`config.mk`:
```
export PLATFORM = sky130hd
export DESIGN_NAME = seed_random_2_card_dealer
export DESIGN_NICKNAME = d
export VERILOG_FILES = /design/src/rtl/seed_random_2_pkg.sv /design/src/rtl/seed_random_2_card_decode.sv /design/src/rtl/seed_random_2_card_dealer.sv
export SDC_FILE = /design/constraint.sdc
export NUM_CORES = 1
export LEC_CHECK = 0
export CORE_MARGIN = 5
export CORE_UTILIZATION = 35
export CTS_CLUSTER_DIAMETER = 50
export CTS_CLUSTER_SIZE = 28
export DETAILED_ROUTE_END_ITERATION = 10
export PLACE_DENSITY = 0.5
export SYNTH_ARGS = -nofsm -noshare
export SYNTH_HDL_FRONTEND = slang
export SYNTH_SLANG_ARGS = --single-unit
```
`constraint.sdc`:
```
create_clock -name clk_cd_i -period 9.35 [get_ports clk_cd_i]
set_input_delay 1.87 -clock clk_cd_i [delete_from_list [all_inputs] [get_ports clk_cd_i]]
set_output_delay 1.87 -clock clk_cd_i [all_outputs]
set_load 0.1 [all_outputs]
```
`src/rtl/seed_random_2_pkg.sv`:
```
// rtl/seed_random_2_pkg.sv - shared deck constants and dealer state encoding
package seed_random_2_pkg;

  localparam int DECK_SIZE = 52;
  localparam int RANKS     = 13;

  localparam logic [5:0] LAST_SLOT  = 6'(DECK_SIZE - 1);
  localparam logic [5:0] FULL_COUNT = 6'(DECK_SIZE);
  localparam logic [3:0] FACE_VALUE = 4'd10;

  typedef enum logic {
    IDLE  = 1'b0,
    PROBE = 1'b1
  } dealer_state_e;

endpackage

```
`src/rtl/seed_random_2_card_decode.sv`:
```
// rtl/seed_random_2_card_decode.sv - slot index to suit, rank and blackjack value
module seed_random_2_card_decode
  import seed_random_2_pkg::*;
#(
  parameter int unsigned ACE_VALUE = 11
) (
  input  logic [5:0] idx,
  output logic [1:0] suit,
  output logic [3:0] rank,
  output logic [3:0] value
);

  logic [3:0] offset;

  // Divide by 13 with three compares; offset is the position inside the suit.
  always_comb begin
    suit   = 2'd0;
    offset = idx[3:0];
    if (idx >= 6'(3 * RANKS)) begin
      suit   = 2'd3;
      offset = 4'(idx - 6'(3 * RANKS));
    end else if (idx >= 6'(2 * RANKS)) begin
      suit   = 2'd2;
      offset = 4'(idx - 6'(2 * RANKS));
    end else if (idx >= 6'(RANKS)) begin
      suit   = 2'd1;
      offset = 4'(idx - 6'(RANKS));
    end
  end

  // Rank is one-based; aces use the configured value, courts count as ten.
  always_comb begin
    rank = offset + 4'd1;
    if (rank == 4'd1) begin
      value = 4'(ACE_VALUE);
    end else if (rank >= 4'd11) begin
      value = FACE_VALUE;
    end else begin
      value = rank;
    end
  end

endmodule

```
`src/rtl/seed_random_2_card_dealer.sv`:
```
// rtl/seed_random_2_card_dealer.sv - unique-card dealer fed by the free-running random byte counter
module seed_random_2_card_dealer
  import seed_random_2_pkg::*;
#(
  parameter int          RND_W     = 8,
  parameter int unsigned ACE_VALUE = 11
) (
  input  logic             clk_cd_i,
  input  logic             rst_cd_i,
  input  logic             deal_req_i,
  input  logic             shuffle_i,
  input  logic [RND_W-1:0] rnd_byte_i,
  output logic             cnt_run_o,
  output logic             busy_o,
  output logic             card_valid_o,
  output logic [5:0]       card_idx_o,
  output logic [1:0]       card_suit_o,
  output logic [3:0]       card_rank_o,
  output logic [3:0]       card_value_o,
  output logic [5:0]       cards_left_o,
  output logic             deck_empty_o
);

  dealer_state_e        state_q, state_d;
  logic [DECK_SIZE-1:0] mask_q, mask_d;
  logic [5:0]           probe_idx_q, probe_idx_d;
  logic [5:0]           cards_left_q, cards_left_d;
  logic                 card_valid_q, card_valid_d;
  logic [5:0]           card_idx_q, card_idx_d;
  logic [1:0]           card_suit_q, card_suit_d;
  logic [3:0]           card_rank_q, card_rank_d;
  logic [3:0]           card_value_q, card_value_d;

  logic [5:0]           start_slot;
  logic [1:0]           dec_suit;
  logic [3:0]           dec_rank;
  logic [3:0]           dec_value;

  // The reducer only works for an 8-bit byte: at most four subtractions of 52.
  always_comb begin
    if (rnd_byte_i >= 8'd208) begin
      start_slot = 6'(rnd_byte_i - 8'd208);
    end else if (rnd_byte_i >= 8'd156) begin
      start_slot = 6'(rnd_byte_i - 8'd156);
    end else if (rnd_byte_i >= 8'd104) begin
      start_slot = 6'(rnd_byte_i - 8'd104);
    end else if (rnd_byte_i >= 8'd52) begin
      start_slot = 6'(rnd_byte_i - 8'd52);
    end else begin
      start_slot = 6'(rnd_byte_i);
    end
  end

  // Decode the slot under the probe so the result is ready to register on a hit.
  seed_random_2_card_decode #(
    .ACE_VALUE (ACE_VALUE)
  ) u_decode (
    .idx   (probe_idx_q),
    .suit  (dec_suit),
    .rank  (dec_rank),
    .value (dec_value)
  );

  // Next-state logic: shuffle overrides everything; a probe walks forward until a free slot.
  always_comb begin
    state_d      = state_q;
    mask_d       = mask_q;
    probe_idx_d  = probe_idx_q;
    cards_left_d = cards_left_q;
    card_valid_d = 1'b0;
    card_idx_d   = card_idx_q;
    card_suit_d  = card_suit_q;
    card_rank_d  = card_rank_q;
    card_value_d = card_value_q;

    if (shuffle_i) begin
      mask_d       = '0;
      cards_left_d = FULL_COUNT;
      state_d      = IDLE;
    end else begin
      case (state_q)
        IDLE: begin
          if (deal_req_i && (cards_left_q != 6'd0)) begin
            probe_idx_d = start_slot;
            state_d     = PROBE;
          end
        end
        PROBE: begin
          if (mask_q[probe_idx_q]) begin
            probe_idx_d = (probe_idx_q == LAST_SLOT) ? 6'd0 : probe_idx_q + 6'd1;
          end else begin
            mask_d[probe_idx_q] = 1'b1;
            cards_left_d        = cards_left_q - 6'd1;
            card_valid_d        = 1'b1;
            card_idx_d          = probe_idx_q;
            card_suit_d         = dec_suit;
            card_rank_d         = dec_rank;
            card_value_d        = dec_value;
            state_d             = IDLE;
          end
        end
        default: state_d = IDLE;
      endcase
    end
  end

  // State register.
  always_ff @(posedge clk_cd_i or negedge rst_cd_i) begin
    if (!rst_cd_i) begin
      state_q <= IDLE;
    end else begin
      state_q <= state_d;
    end
  end

  // Deck mask, probe pointer and registered card outputs.
  always_ff @(posedge clk_cd_i or negedge rst_cd_i) begin
    if (!rst_cd_i) begin
      mask_q       <= '0;
      probe_idx_q  <= 6'd0;
      cards_left_q <= FULL_COUNT;
      card_valid_q <= 1'b0;
      card_idx_q   <= 6'd0;
      card_suit_q  <= 2'd0;
      card_rank_q  <= 4'd0;
      card_value_q <= 4'd0;
    end else begin
      mask_q       <= mask_d;
      probe_idx_q  <= probe_idx_d;
      cards_left_q <= cards_left_d;
      card_valid_q <= card_valid_d;
      card_idx_q   <= card_idx_d;
      card_suit_q  <= card_suit_d;
      card_rank_q  <= card_rank_d;
      card_value_q <= card_value_d;
    end
  end

  // The counter runs only while idle, so the sampled byte is frozen during a deal.
  assign cnt_run_o    = (state_q == IDLE);
  assign busy_o       = (state_q == PROBE);
  assign card_valid_o = card_valid_q;
  assign card_idx_o   = card_idx_q;
  assign card_suit_o  = card_suit_q;
  assign card_rank_o  = card_rank_q;
  assign card_value_o = card_value_q;
  assign cards_left_o = cards_left_q;
  assign deck_empty_o = (cards_left_q == 6'd0);

endmodule

```
[Word level (Yosys, flattened, before mapping)]
Cells that the tools add are included.
Storage, ports and cells
  flip-flop bits (word level): 82
  logic and storage cells: 79
  output and inout bits: 26
  bits of input ports: 12
Cells by class
  add/sub/neg operators: 10
  equal/unequal tests: 5
  order comparisons: 10
  reductions and logical operators: 8
  muxes and demuxes: 33
  bitwise logic cells: 4
Operators with widths (number)
  $mux W52: 3
  $mux W6: 10
  $or A52 B52 Y52: 1
  $mux W4: 5
  $ge A8 B8 Y1 const B: 2
  $pmux W6 S2: 1
  $sub A6 B5 Y6 const B: 2
  $sub A6 B6 Y6 const B: 2
  $mux W1: 9
  $ge A8 B6 Y1 const B: 1
  $ge A8 B7 Y1 const B: 1
  $sub A4 B4 Y4 const B: 2
  $lt A6 B7 Y1 const B: 1
  $add A6 B1 Y6 const B: 1
  $bmux W1 S6: 1
  $demux W1 S6: 1
  $eq A6 B6 Y1 const B: 1
  $ge A6 B1 Y1 const B: 1
  $ge A6 B4 Y1 const B: 1
  $ge A6 B5 Y1 const B: 1
  $ge A6 B6 Y1 const B: 1
  $logic_not A6 Y1: 1
  $reduce_and A3 Y1: 2
  $reduce_bool A6 Y1: 1
  13 further kinds: 18

[Depth between registers and ports, before layout]
  depth after elaboration: 8
  mapped depth: 13
  gate-level depth less buffers: 11

[By module]
A second synthesis with hierarchy kept.
Second synthesis, totals
  cell total of the unflattened synthesis: 513
  area, all modules: 5451.5 sq um
By module, submodules not included
  seed_random_2_card_dealer: seq. area each 2055.7 sq um, instances 1, cells an instance 449, area each 4872.2 sq um
  seed_random_2_card_decode: seq. area each 0.0 sq um, instances 1, cells an instance 64, area each 579.3 sq um

[Worst setup path before layout]
OpenSTA, ideal clock, no wires.
  path kind: register to output
  from: register cards_left_q[0] (netlist: cards_left_o[0])
  to: output port deck_empty_o
  cell stages (with the launch flop): 6
  data required time: 7.480 ns
  path buffers: 0
  slack: 3.902 ns
  data arrival time: 3.578 ns
  cells stage by stage: dfrtp_1 > inv_1 > ha_1 > inv_1 > or3_1 > nor3_1
On the way
  cells in the longest elaborated chain, start to end: 1
Ends and longest elaborated chain
  start, declared: line seed_random_2_card_dealer.sv:27  | logic [5:0] cards_left_q, cards_left_d;
  start signal, assigned: line seed_random_2_card_dealer.sv:130  | cards_left_q <= cards_left_d;
  $logic_not A6 Y1: line seed_random_2_card_dealer.sv:148  | assign deck_empty_o = (cards_left_q == 6'd0);
  end, declared: line seed_random_2_card_dealer.sv:21  | output logic deck_empty_o
No other way between the ends.

[Worst setup path in the final report]
Ends and elaborated chain as after synthesis.

==> flow_metrics.tcl <==
set metrics [dict create \
    count_of_distinct_cell_types_in_the_synthesized_netlist 60 \
    crit_path_top_delay_cell "clkdlybuf4s50_1" \
    clock_tree_from_tritoncts "done" \
    power.switching_fraction_pct 48.6 \
    timing.final.setup_violations 0 \
    timing.setup.tns_ns 0 \
    fmax_ghz 0.216 \
    skew_ns 0.00698 \
    synth.avg_cell_area_um2 9.75 \
    num_vias 3604 \
    ctsHoldBuffers 0 \
    synth-seq-cells 82 \
    design.final.nets 531 \
    cp_data_arrival_time_ns 2.76 \
    grt_util_all_layers_pct 15.7 \
    clkLatencyLatePin_ns 0.34 \
    initial_utilization_pct 35.3 \
    remaining_drc_errors 0 \
    instances_no_fill 675 \
    endpoint_kind "output pin" \
    drive_above_1_share_pct 11.4 \
    status "completed" \
    cts_root_buf "clkbuf_16" \
    max-vdd-ir-drop_mv 0.118 \
    antenna_cells_inserted 0 \
    postSynth.topFlopCell "dfrtp_1" \
    finalHoldViolations 0 \
    grt_antenna_before_repair 0 \
    dp.cells 659 \
    power_switching_w 0.000925 \
    power.sequential.fraction_pct 25.8 \
    critical_path.cell_chain "inv_1 -> ha_1 -> inv_1 -> or3_1 -> nor3_1 -> clkdlybuf4s50_1" \
    io_buffers 37 \
    yosysWarningCount 0 \
    synth_edf_count 0 \
    grt_setup_unrepaired "no" \
    die_height_um 125 \
    gr-total-overflow 0 \
    gpl.final_weighted_congestion 0.810 \
    postCtsSetupRepairBufs 0 \
    drt_iter0_drc 280 \
    cts.reportedPaths.clkPinSlew_ns 0.06 \
    die_x_um 125 \
    layout-area-overhead-vs-synth_pct 17.6 \
    hp-class "reg -> reg" \
    power.internal_w 0.000977 \
    postRouteWirelength_um 11900 \
    tightest_slew_ns 1.13 \
    drtPass1Iterations 4 \
    first_global_vias 3672 \
    leakage_power_total_nw 2.32 \
    grt_max_degree 83 \
    synth_async_sr_flop_share_pct 100 \
    final-max-slew-violation-count 0 \
    clock_sink_count 82 \
    criticalPathCategory "reg -> out" \
    crit_path_start_kind "flip-flop" \
    clockBufferDepth 2 \
    drt.antenna.violating_nets 0 \
    syn_area_um2 4620 \
    crit_path_max_fanout 3 \
    yosysSeqAreaShare_pct 44.5 \
    number_of_h_tree_levels 3 \
    io-pin-count 38 \
    largest_stage_delay_on_the_critical_path_ns 1.17 \
    grt_pass1_wl_um 19900 \
    cts-buffers-inserted 9 \
    final_min_period_over_clock_period_pct 49.5 \
    postSynthNetCount 511 \
    power_frac_comb_pct 52.7 \
    timing.slew.headroom_pct 24.7 \
    detail_route.vias_per_cell 5.34 \
    cp_common_cell "inv_1" \
    dpl.hpwl_um 7700 \
    layout_min_cycle_time_ns 4.63 \
    cts.repair.resized 0 \
    rows 42 \
    share_of_power_burned_in_the_clock_network_pct 21.6 \
    dieArea_um2 15600 \
    placeableCoreArea_um2 13100 \
    synthCells 474 \
    worst_ep_required_time_ns 7.48 \
    wl_per_cell_um 17.6 \
    p_per_cell_area_nw_per_um2 350 \
    max_cap_violations 0 \
]
==> cells in the mapped netlist, types with 3 or more instances <==
library cell	instances	area (um2)
mux2_2	9	101
mux4_2	14	315
nor2_1	79	297
o21ai_0	20	100
nand2b_1	6	37.5
buf_2	4	20.0
a21oi_1	64	320
xnor2_1	10	87.6
a31oi_1	11	68.8
nand2_1	18	67.6
nor3_1	15	75.1
a221oi_1	3	26.3
and2_1	6	37.5
mux2i_1	4	40.0
dfstp_2	3	78.8
a41oi_1	3	26.3
ha_1	25	313
inv_1	19	71.3
dfrtp_1	79	1980
nor2b_1	7	43.8
nand3_1	4	20.0
clkbuf_1	24	90.1
==> critical path: cells and delay by family (launching register included) <==
family                     cells  cell delay [ns]
DFF                            1             0.40
adders and majority gates      1             0.16
and+or+nand+nor                2             0.53
buffers and inverters          3             1.32
==> layout make-up <==
class,instances,area (um2)
Clock inverter,4,98.8
Multi-Input combinational cell,340,2350
Inverter,20,75.1
Fill cell,1268,7650
Tap cell,176,220
Sequential cell,82,2060
Clock buffer,12,246
Timing Repair Buffer,41,393
==> metrics by stage <==
step | total power, W | area [um2] | hold slack [ns] | worst slack [ns] | utilization [%]
6_report | 0.00190 | 5440 | 0.492 | 4.72 | 41.6
5_1_grt | 0.00203 | 5440 | 0.509 | 4.58 | 41.6
4_1_cts | 0.00192 | 5440 | 0.498 | 4.68 | 41.6
3_5_place_dp | 0.00150 | 5090 | 0.480 | 4.81 | 38.9
3_3_place_gp | 0.00150 | 5090 | 0.471 | 4.87 | 38.9
2_1_floorplan | 0.00125 | 4620 | 0.457 | 3.90 | -
==> layout by cell type (no fill, tap or decap), types with 2 or more instances in the layout <==
master / count
nor2_1: 79
dfrtp_1: 79
a21oi_1: 64
clkdlybuf4s50_1: 35
ha_1: 25
o21ai_0: 20
inv_1: 19
nand2_1: 18
nor3_1: 15
mux4_2: 14
a31oi_1: 11
xnor2_1: 10
mux2_2: 9
clkbuf_16: 9
nor2b_1: 7
and2_1: 6
nand2b_1: 6
buf_4: 5
mux2i_1: 4
nand3_1: 4
a221oi_1: 3
a41oi_1: 3
dfstp_2: 3
bufinv_16: 3
or3_1: 2
a21o_1: 2
o21a_1: 2
nor3_2: 2
a21boi_0: 2
o211ai_1: 2
o2bb2ai_1: 2
xor2_1: 2
clkbuf_1: 2
==> sequential cells by signal (all words and copies together), names as in the netlist <==
name / cells
mask_q: 52
card_idx_o: 6
cards_left_o: 6
probe_idx_q: 6
card_rank_o: 4
card_value_o: 4
card_suit_o: 2
busy_o: 1
card_valid_o: 1
==> path summary, 6_finish.rpt <==
| path | start | to | slack, ns | cells past startpoint |
|---|---|---|---|---|
| setup / recovery | cards_left_o[0]$_DFFE_PN0P_ | deck_empty_o | 4.72 | 6 |
| hold / removal | mask_q[13]$_DFFE_PN0P_ | mask_q[13]$_DFFE_PN0P_ | 0.49 | 2 |
| setup reg to reg | probe_idx_q[1]$_DFFE_PN0P_ | card_value_o[1]$_DFFE_PN0P_ | 5.68 | 11 |
| hold reg to reg | mask_q[13]$_DFFE_PN0P_ | mask_q[13]$_DFFE_PN0P_ | 0.49 | 2 |
| max in group asynchronous | rst_cd_i | busy_o$_DFF_PN0_ | 6.92 | 1 |
| min in group asynchronous | rst_cd_i | probe_idx_q[0]$_DFFE_PN0P_ | 1.68 | 1 |
==> per-layer routing <==
layer	GRT usage (%)	share of wire, %
met5	0	0
met4	4.02	1.0
met3	4.65	4.5
met2	25.2	47
met1	21.1	47
==> logic make-up after synthesis <==
| family | after synthesis | share of synthesized area (%) |
|---|---|---|
| AO/OA/AOI/OAI | 126 | 16.3 |
| XOR/XNOR | 12 | 2.27 |
| adder cells (fa/ha/maj) | 25 | 6.77 |
| buffers and inverters | 52 | 4.74 |
| flip-flops | 82 | 44.5 |
| multiplexers | 27 | 9.88 |
| AND/OR/NAND/NOR | 150 | 15.6 |
==> power by group through the flow <==
stage | registers [W] | logic [W] | clock network [W]
3_3_place_gp | 0.000497 | 0.00100 | 0
6_report | 0.000490 | 0.00100 | 0.000410
4_1_cts | 0.000491 | 0.00101 | 0.000421
5_1_grt | 0.000501 | 0.00109 | 0.000436
3_5_place_dp | 0.000497 | 0.00101 | 0
2_1_floorplan | 0.000740 | 0.000507 | 0
No activity file was read; power rests on OpenSTA's default activity.
